<file path="src/rtl/only_output_generator_if.sv">
// only_output_generator_if: run/config/stream bundle for the sequence source unit
// Ports (slave view): run_i start pulse; cfg_start_i/cfg_incr_i/cfg_iter_i/cfg_delay_i
// sequence config; out0_o stream word; out_valid_o word qualifier; running_o busy; done_o end pulse
interface only_output_generator_if #(
    parameter int DATA_W  = 32,
    parameter int DELAY_W = 8
);
    logic               run_i;
    logic [DATA_W-1:0]  cfg_start_i;
    logic [DATA_W-1:0]  cfg_incr_i;
    logic [DATA_W-1:0]  cfg_iter_i;
    logic [DELAY_W-1:0] cfg_delay_i;
    logic [DATA_W-1:0]  out0_o;
    logic               out_valid_o;
    logic               running_o;
    logic               done_o;
    modport master (
        output run_i, cfg_start_i, cfg_incr_i, cfg_iter_i, cfg_delay_i,
        input  out0_o, out_valid_o, running_o, done_o
    );
    modport slave (
        input  run_i, cfg_start_i, cfg_incr_i, cfg_iter_i, cfg_delay_i,
        output out0_o, out_valid_o, running_o, done_o
    );
endinterface

</file>
<file path="src/rtl/only_output_generator.sv">
// only_output_generator: emits start+i*incr for i=0..iter-1 after an optional start-up delay
// Ports: clk clock; rst_n async active-low reset; bus (slave) carries run/config in and
// out0/out_valid/running/done out, all outputs registered
module only_output_generator #(
    parameter int DATA_W  = 32,
    parameter int DELAY_W = 8
) (
    input logic                    clk,
    input logic                    rst_n,
    only_output_generator_if.slave bus
);
    typedef enum logic [1:0] {IDLE, DELAY, GEN} state_t;
    state_t             state_q, state_d;
    logic [DELAY_W-1:0] cnt_q, cnt_d;
    logic [DATA_W-1:0]  rem_q, rem_d;
    logic [DATA_W-1:0]  start_q, start_d;
    logic [DATA_W-1:0]  incr_q, incr_d;
    logic [DATA_W-1:0]  out0_q, out0_d;
    logic               valid_q, valid_d;
    logic               done_q, done_d;
    always_ff @(posedge clk or negedge rst_n) begin
        if (!rst_n) begin
            state_q <= IDLE;
            cnt_q   <= '0;
            rem_q   <= '0;
            start_q <= '0;
            incr_q  <= '0;
            out0_q  <= '0;
            valid_q <= 1'b0;
            done_q  <= 1'b0;
        end else begin
            state_q <= state_d;
            cnt_q   <= cnt_d;
            rem_q   <= rem_d;
            start_q <= start_d;
            incr_q  <= incr_d;
            out0_q  <= out0_d;
            valid_q <= valid_d;
            done_q  <= done_d;
        end
    end
    always_comb begin
        state_d = state_q;
        cnt_d   = cnt_q;
        rem_d   = rem_q;
        start_d = start_q;
        incr_d  = incr_q;
        out0_d  = out0_q;
        valid_d = valid_q;
        done_d  = 1'b0;
        case (state_q)
            DELAY: begin
                cnt_d = cnt_q - DELAY_W'(1);
                // a zero-length sequence ends as soon as the delay expires
                if (cnt_q <= DELAY_W'(1)) begin
                    state_d = (rem_q == '0) ? IDLE : GEN;
                    done_d  = (rem_q == '0);
                    out0_d  = (rem_q == '0) ? out0_q : start_q;
                    valid_d = (rem_q != '0);
                end
            end
            GEN: begin
                rem_d   = (rem_q == '0) ? '0 : rem_q - DATA_W'(1);
                out0_d  = (rem_q > DATA_W'(1)) ? out0_q + incr_q : out0_q;
                valid_d = (rem_q > DATA_W'(1));
                done_d  = (rem_q <= DATA_W'(1));
                state_d = (rem_q > DATA_W'(1)) ? GEN : IDLE;
            end
            default: ;
        endcase
        // restart overrides whatever the current sequence was doing; a done raised
        // on this same edge by a naturally finishing sequence is kept
        if (bus.run_i) begin
            start_d = bus.cfg_start_i;
            incr_d  = bus.cfg_incr_i;
            rem_d   = bus.cfg_iter_i;
            cnt_d   = bus.cfg_delay_i;
            state_d = (bus.cfg_delay_i != '0) ? DELAY : GEN;
            out0_d  = (bus.cfg_delay_i != '0) ? out0_q : bus.cfg_start_i;
            valid_d = (bus.cfg_delay_i == '0) && (bus.cfg_iter_i != '0);
        end
    end
    assign bus.out0_o      = out0_q;
    assign bus.out_valid_o = valid_q;
    assign bus.running_o   = (state_q != IDLE);
    assign bus.done_o      = done_q;
endmodule

</file>
<file path="src/flat_wrapper.sv">
// flat-port wrapper written by rule: the top's interface ports become plain ports
module only_output_generator_flat 
#(
    parameter int DATA_W  = 32,
    parameter int DELAY_W = 8
)
  (clk, rst_n, bus_run_i, bus_cfg_start_i, bus_cfg_incr_i, bus_cfg_iter_i, bus_cfg_delay_i, bus_out0_o, bus_out_valid_o, bus_running_o, bus_done_o);
  only_output_generator_if #(.DATA_W(DATA_W), .DELAY_W(DELAY_W)) bus_i ();
  input logic clk;
  input logic rst_n;
  input wire logic [$bits(bus_i.run_i)-1:0] bus_run_i;
  input wire logic [$bits(bus_i.cfg_start_i)-1:0] bus_cfg_start_i;
  input wire logic [$bits(bus_i.cfg_incr_i)-1:0] bus_cfg_incr_i;
  input wire logic [$bits(bus_i.cfg_iter_i)-1:0] bus_cfg_iter_i;
  input wire logic [$bits(bus_i.cfg_delay_i)-1:0] bus_cfg_delay_i;
  output wire logic [$bits(bus_i.out0_o)-1:0] bus_out0_o;
  output wire logic [$bits(bus_i.out_valid_o)-1:0] bus_out_valid_o;
  output wire logic [$bits(bus_i.running_o)-1:0] bus_running_o;
  output wire logic [$bits(bus_i.done_o)-1:0] bus_done_o;
  assign bus_i.run_i = bus_run_i;
  assign bus_i.cfg_start_i = bus_cfg_start_i;
  assign bus_i.cfg_incr_i = bus_cfg_incr_i;
  assign bus_i.cfg_iter_i = bus_cfg_iter_i;
  assign bus_i.cfg_delay_i = bus_cfg_delay_i;
  assign bus_out0_o = bus_i.out0_o;
  assign bus_out_valid_o = bus_i.out_valid_o;
  assign bus_running_o = bus_i.running_o;
  assign bus_done_o = bus_i.done_o;
  only_output_generator #(.DATA_W(DATA_W), .DELAY_W(DELAY_W)) u_core (.clk(clk), .rst_n(rst_n), .bus(bus_i));
endmodule
</file>
<file path="config.mk">
export PLATFORM = sky130hd
export DESIGN_NAME = only_output_generator_flat
export DESIGN_NICKNAME = d
export VERILOG_FILES = /design/src/rtl/only_output_generator_if.sv /design/src/rtl/only_output_generator.sv /design/src/flat_wrapper.sv
export SDC_FILE = /design/constraint.sdc
export NUM_CORES = 1
export LEC_CHECK = 0
export BUFFER_PORTS_ARGS = -buffer_cell sky130_fd_sc_hd__buf_4
export CORE_MARGIN = 8
export CORE_UTILIZATION = 50
export CTS_CLUSTER_DIAMETER = 30
export DETAILED_ROUTE_END_ITERATION = 6
export HOLD_SLACK_MARGIN = 0.02
export PLACE_DENSITY = 0.75
export SLEW_MARGIN = 5
export SYNTH_ARGS = -nofsm -noshare
export SYNTH_HDL_FRONTEND = slang
export SYNTH_SLANG_ARGS = --single-unit
</file>
<file path="constraint.sdc">
create_clock -name clk -period 2.79 [get_ports clk]
set_clock_uncertainty 0.2 [all_clocks]
set_input_delay 0.4185 -clock clk [delete_from_list [all_inputs] [get_ports clk]]
set_output_delay 0.4185 -clock clk [all_outputs]
set_load 0.1 [all_outputs]
</file>
==> results.sh, run 1 <==
export IMPL_drc_errors=0
export IMPL_finalWorstSetupSlack_ps=-295.2
export IMPL_drtAntennaViolNets=0
export IMPL_drive_gt1_share_pct=39.07
export IMPL_run_status="finished, violations left"
export IMPL_synth_common_cells="dfrtp_1 (140), o21ai_0 (104), nand2_1 (102)"
export IMPL_die_h_um=145.6
export IMPL_start_util_pct=50.85
export IMPL_dp_hpwl_mm=16.55
export IMPL_fin_crit_sh_pct=110.6
export IMPL_dr_total_vias=8141
export IMPL_clkTransAtPathRegs_ps=60
export IMPL_setup_viol=32
export IMPL_synth_async_reset_ratio_pct=100.0
export IMPL_synth_enable_flop_cells=0
export IMPL_synth_top_cell_by_area="dfrtp_1"
export IMPL_first_pass_iters=5
export IMPL_syn_nets=1054
export IMPL_synth_cells=907
export IMPL_htreeDepth=4
export IMPL_period_minus_slack_ps=3085
export IMPL_die_x_um=145.6
export IMPL_grt_pass1_wl_mm=39.03
export IMPL_coreArea_um2=16520
export IMPL_syn_to_final_growth_pct=46.05
export IMPL_clk_latency_ps=430
export IMPL_fin_nets=1332
export IMPL_tritoncts="done"
export IMPL_clockRootBuffer="clkbuf_16"
export IMPL_dieArea_um2=21210
export IMPL_worstSetupPathType="reg -> reg"
export IMPL_violations="setup timing"
export IMPL_n_fill_cell=1078
export IMPL_syn_avg_cell_area_um2=9.265
export IMPL_synth_top_area_share_pct=41.69
export IMPL_tns_ps=-3144
export IMPL_worst_pin_slew_ps=515.2
export IMPL_critPathArrivalTime_ps=3190
export IMPL_grt_overflow=0
export IMPL_yosysMostFrequentCell="dfrtp_1"
export IMPL_drtIter0Drc=617
export IMPL_ios=142
export IMPL_num_rows=47
export IMPL_synth_area_top_cells="dfrtp_1 (42%), mux2_2 (8.2%), o21ai_0 (6.2%)"
export IMPL_hold_viol=0
export IMPL_yosysWarnings=0
export IMPL_antenna_cells=0
export IMPL_drt_total_wl_mm=25.86
export IMPL_seq_area_um2=3563
export IMPL_numClockSinks=140
export IMPL_cp_end_kind="flop"
export IMPL_hold_path_class="in -> reg"
export IMPL_wire_per_inst_um=18.24
export IMPL_synth_main_ff_cell="dfrtp_1"
export IMPL_maxSlewHeadroom_pct=65.53
export IMPL_peakVddDrop_uv=506.2
export IMPL_multiInputGateArea_um2=5087
export IMPL_synth_area_um2=8403
export IMPL_ys_ff_latch=140
export IMPL_io_buffer_count=141
export IMPL_power_density_nw_per_um2=695.5
export IMPL_crit_path_max_fanout=3
export IMPL_cts_buffer_depth=2
export IMPL_grt_max_degree=112
export IMPL_crit_required_ps=2900
export IMPL_cts_buffers=17
export IMPL_whs_ps=31.70
export IMPL_slew_violations=0
export IMPL_grt_pass1_vias=7842
export IMPL_rsz0062_at_grt="yes"
export IMPL_maxCapViolations=0
export IMPL_p_leak_nw=5.411
export IMPL_gp_congestion=0.8802
export IMPL_critPathLaunchType="flop"
export IMPL_ys_seq_area_share_pct=41.69
export IMPL_antenna_found_initial=0
export IMPL_fmax_mhz=324.1
export IMPL_synth_distinct_cells=67
export IMPL_vias_per_cell=5.741
export IMPL_gr_usage_all_layers_pct=22.23
[placed cells by master (no fill, tap or decap), types with 5 or more instances in the layout]
cell	count
a22oi_2	6
dfrtp_4	12
xor2_1	12
nor2_1	58
nor3_1	24
buf_12	7
ha_1	30
inv_1	27
buf_4	226
clkinv_4	5
nand2b_1	7
nand3_1	15
ha_4	8
dlygate4sd3_1	52
a21oi_1	62
a21oi_2	16
o21ai_0	38
o21ai_2	19
nand2_1	101
and2_1	6
mux2i_1	18
nor2_4	6
clkbuf_16	20
buf_6	15
dfrtp_2	12
o21ai_1	50
nor4_1	18
a21o_1	18
dfrtp_1	116
a22oi_1	7
xnor2_1	18
mux2_2	61
[power by group]
group          leakage (nW)  internal [mW]  switching [mW]
clock network         0.307           1.55           0.894
registers              1.65           2.31           0.237
logic                  3.45           1.47            2.07
total                  5.41           5.34            3.20
[state kept, by name, indices dropped and copies added, names as in the netlist]
name and cells:
u_core.bus.out0_o 32, u_core.incr_q 32, u_core.state_q 2, u_core.bus.done_o 1, u_core.bus.out_valid_o 1, u_core.start_q 32
u_core.rem_q 32, u_core.cnt_q 8
[cells by family after synthesis]
group	synth area share, %
buffers and inverters	3.544
AOI/OAI and AO/OA	19.55
muxes	10.45
xor gates and xnor gates	3.544
DFF	41.69
adders and majority gates	6.045
and+or+nand+nor	15.17
[final timing paths]
kind,from,end,slack (ps),depth (start not counted)
worst max-delay path,u_core.bus.out0_o[0],u_core.bus.out0_o[28],-300,12
worst min-delay path,bus_cfg_delay_i[0],u_core.cnt_q[0],30,3
worst max register to register,u_core.bus.out0_o[0],u_core.bus.out0_o[28],-300,12
worst min register to register,u_core.start_q[3],u_core.start_q[3],310,1
max in group asynchronous,rst_n,u_core.rem_q[13],1380,3
min in group asynchronous,rst_n,u_core.cnt_q[2],300,2
[what timing repair did]
item | in CTS | in global routing
gates cloned | 0 | 4
setup endpoints to repair | 17 | 53
pin swaps | 15 | 65
resized for setup | 12 | 145
buffers inserted | 6 | 26
hold buffers | 51 | 1
hold endpoints to repair | 99 | 1
[final cells by class]
type                       count  area share [%]
timing repair buffer         303           21.19
clock buffer                  20           3.721
sequential                   140           29.03
multi-input combinational    696           41.45
tap                          220           2.243
clock inverter                12           1.529
inverter                      27          0.8258
[worst max-delay path, stage by stage (launching register included)]
cell	delay, ps
dfrtp_4	490
ha_4	170
fa_2	380
a211oi_4	250
o21ai_2	80
a21oi_2	210
o21ai_2	90
a21oi_2	230
o21ai_4	120
a221oi_4	310
xnor2_1	110
a221oi_1	220
o31ai_1	100
[layer usage]
| metal | up-vias | part of all wire (%) | global-route usage [%] |
|---|---|---|---|
| li1 | 3831 | - | - |
| met1 | 3928 | 42 | 28.11 |
| met2 | 311 | 50 | 37.03 |
| met3 | 71 | 5.3 | 4.540 |
| met4 | 0 | 3.0 | 7.965 |
| met5 | - | 0 | 0 |
[per-stage QoR]
stage / power (mW) / utilization [%] / worst slack [ps] / instances / instance area (um2)
after floorplan: 4.706 / - / -339.2 / 907 / 8568
after global placement: 5.649 / 62.70 / -221.7 / 1300 / 10360
after detailed placement: 5.704 / 62.70 / -302.4 / 1300 / 10360
after CTS: 8.302 / 70.15 / -243.3 / 1388 / 11590
after global routing: 8.935 / 74.27 / -443.6 / 1418 / 12270
final: 8.536 / 74.27 / -295.2 / 1418 / 12270
Note: power is estimated with default switching activity, not from simulation.
==> run 2: changes to the inputs <==
HOLD_SLACK_MARGIN = 0.1   (was 0.02)
RECOVER_POWER = 25   (was default)
==> results.sh, run 2 (synthesized netlist as in run 1, its figures left out) <==
export IMPL_run_status="finished, violations left"
export IMPL_violations="capacitance limit, slew limit, setup timing"
export IMPL_switching_share_pct=37.47
export IMPL_cts_buffers=17
export IMPL_gr_usage_all_layers_pct=23.40
export IMPL_cp_end_kind="flop"
export IMPL_dieArea_um2=21210
export IMPL_fin_crit_sh_pct=110.8
export IMPL_syn_to_final_growth_pct=48.96
export IMPL_n_fill_cell=1019
export IMPL_crit_required_ps=2880
export IMPL_cts_buffer_depth=2
export IMPL_gp_congestion=0.8802
export IMPL_p_seq_share_pct=29.8
export IMPL_io_buffer_count=141
export IMPL_grt_pass1_wl_mm=41.01
export IMPL_die_h_um=145.6
export IMPL_fin_nets=1372
export IMPL_whs_ps=302.4
export IMPL_num_rows=47
export IMPL_combPwrFrac_pct=41.6
export IMPL_power_mw=8.562
export IMPL_fin_area_um2=12520
export IMPL_utilization_pct=75.75
export IMPL_finalWorstSetupSlack_ps=-301.1
export IMPL_vias_per_cell=5.668
export IMPL_htreeDepth=4
export IMPL_die_x_um=145.6
export IMPL_crit_path_max_fanout=3
export IMPL_power_report_internal_total_mw=5.354
export IMPL_post_dp_cell_area_um2=10360
export IMPL_layout_commonest_cell="buf_4"
export IMPL_setup_viol=14
export IMPL_antenna_cells=0
export IMPL_grt_max_degree=112
export IMPL_worstSetupPathType="reg -> reg"
export IMPL_numClockSinks=140
export IMPL_drtAntennaViolNets=0
export IMPL_dr_total_vias=8264
export IMPL_hold_path_class="reg -> reg"
export IMPL_wire_per_inst_um=17.70
export IMPL_worst_pin_slew_ps=1801
export IMPL_tritoncts="done"
export IMPL_rsz0062_at_grt="yes"
export IMPL_seq_area_um2=3563
export IMPL_start_util_pct=50.85
export IMPL_critPathLaunchType="flop"
export IMPL_tns_ps=-2002
export IMPL_mostFrequentLayoutCells="buf_4 (211), dfrtp_1 (116), dlygate4sd3_1 (105), nand2_1 (101), o21ai_0 (74)"
export IMPL_clk_latency_ps=430
export IMPL_peakVddDrop_uv=509.0
export IMPL_dp_hpwl_mm=16.55
export IMPL_clockPowerShare_pct=28.7
export IMPL_antenna_found_initial=0
export IMPL_p_leak_nw=5.522
export IMPL_maxCapViolations=1
export IMPL_drc_errors=0
export IMPL_ios=142
export IMPL_fmax_mhz=323.5
export IMPL_critPathArrivalTime_ps=3180
export IMPL_period_minus_slack_ps=3091
export IMPL_power_density_nw_per_um2=684.0
export IMPL_first_pass_iters=5
export IMPL_grt_overflow=0
export IMPL_hold_viol=0
export IMPL_drt_total_wl_mm=25.81
export IMPL_coreArea_um2=16520
export IMPL_grt_pass1_vias=8248
export IMPL_drtIter0Drc=561
export IMPL_drive_gt1_share_pct=35.06
export IMPL_multiInputGateArea_um2=4997
export IMPL_slew_violations=36
export IMPL_clockRootBuffer="clkbuf_16"
export IMPL_switching_power_mw=3.208
export IMPL_clkTransAtPathRegs_ps=60
export IMPL_maxSlewHeadroom_pct=-20.07
==> run 2: cell count changes in the layout (fill, tap and decap cells not counted), sizes merged <==
cell         previous run  this run
clkbuf                 23        37
dlygate4sd3            52       105
buf                   248       221
==> run 2: path summary, 6_finish.rpt <==
path | end | start | depth (start not counted) | slack (ps)
setup / recovery | u_core.bus.out0_o[26] | u_core.bus.out0_o[0] | 12 | -300
hold / removal | u_core.start_q[15] | u_core.start_q[15] | 1 | 300
setup reg to reg | u_core.bus.out0_o[26] | u_core.bus.out0_o[0] | 12 | -300
hold reg to reg | u_core.start_q[15] | u_core.start_q[15] | 1 | 300
max in group asynchronous | u_core.bus.out0_o[4] | rst_n | 3 | 750
min in group asynchronous | u_core.cnt_q[2] | rst_n | 2 | 620
==> run 2: final cells by class <==
class	count	area share [%]
flip-flops and latches	140	28.47
well taps	220	2.199
multi-input cells	696	39.92
clock buffers	20	3.649
repair buffers	343	23.45
inverters	27	0.8097
clock inverters	12	1.499
==> run 2: timing repair <==
item / in CTS / in global routing
hold buffers: 105 / 0
cloned: 0 / 1
gates resized for setup: 12 / 79
buffers inserted: 6 / 15
pin swaps: 15 / 39
endpoints found under the hold margin: 164 / 0
setup endpoints to repair: 17 / 48
==> run 2: worst max-delay path: stages, from the launching register on <==
cell and delay [ps]:
dfrtp_4 490, ha_4 170, fa_2 380, a211oi_4 250
o21ai_2 80, a21oi_2 200, o21ai_2 90, a21oi_2 220
o21ai_4 110, a41oi_2 200, xnor2_1 80, a222oi_1 340
o21ai_1 140
==> run 2: stage by stage <==
stage               setup slack (ps)  cells
detailed placement            -302.4   1300
finish                        -301.1   1458
global route                  -446.8   1458
CTS                           -243.3   1442
floorplan                     -339.2    907
global placement              -221.7   1300
==> run 2: metal layers <==
metal  GRT usage, %  wire [um]  vias to the layer above
met5              0          0                        -
met4          8.798        598                        0
met3          5.162       1566                       50
met2          39.70      12970                      331
met1          28.62      10670                     3972
li1               -          -                     3911
==> run 2: power groups by stage <==
stage | sequential (mW) | clock [mW] | combinational, mW
2_1_floorplan | 3.24 | 0 | 1.46
3_3_place_gp | 2.55 | 0 | 3.10
3_5_place_dp | 2.56 | 0 | 3.14
4_1_cts | 2.53 | 2.49 | 3.34
5_1_grt | 2.58 | 2.57 | 3.81
6_report | 2.55 | 2.45 | 3.56
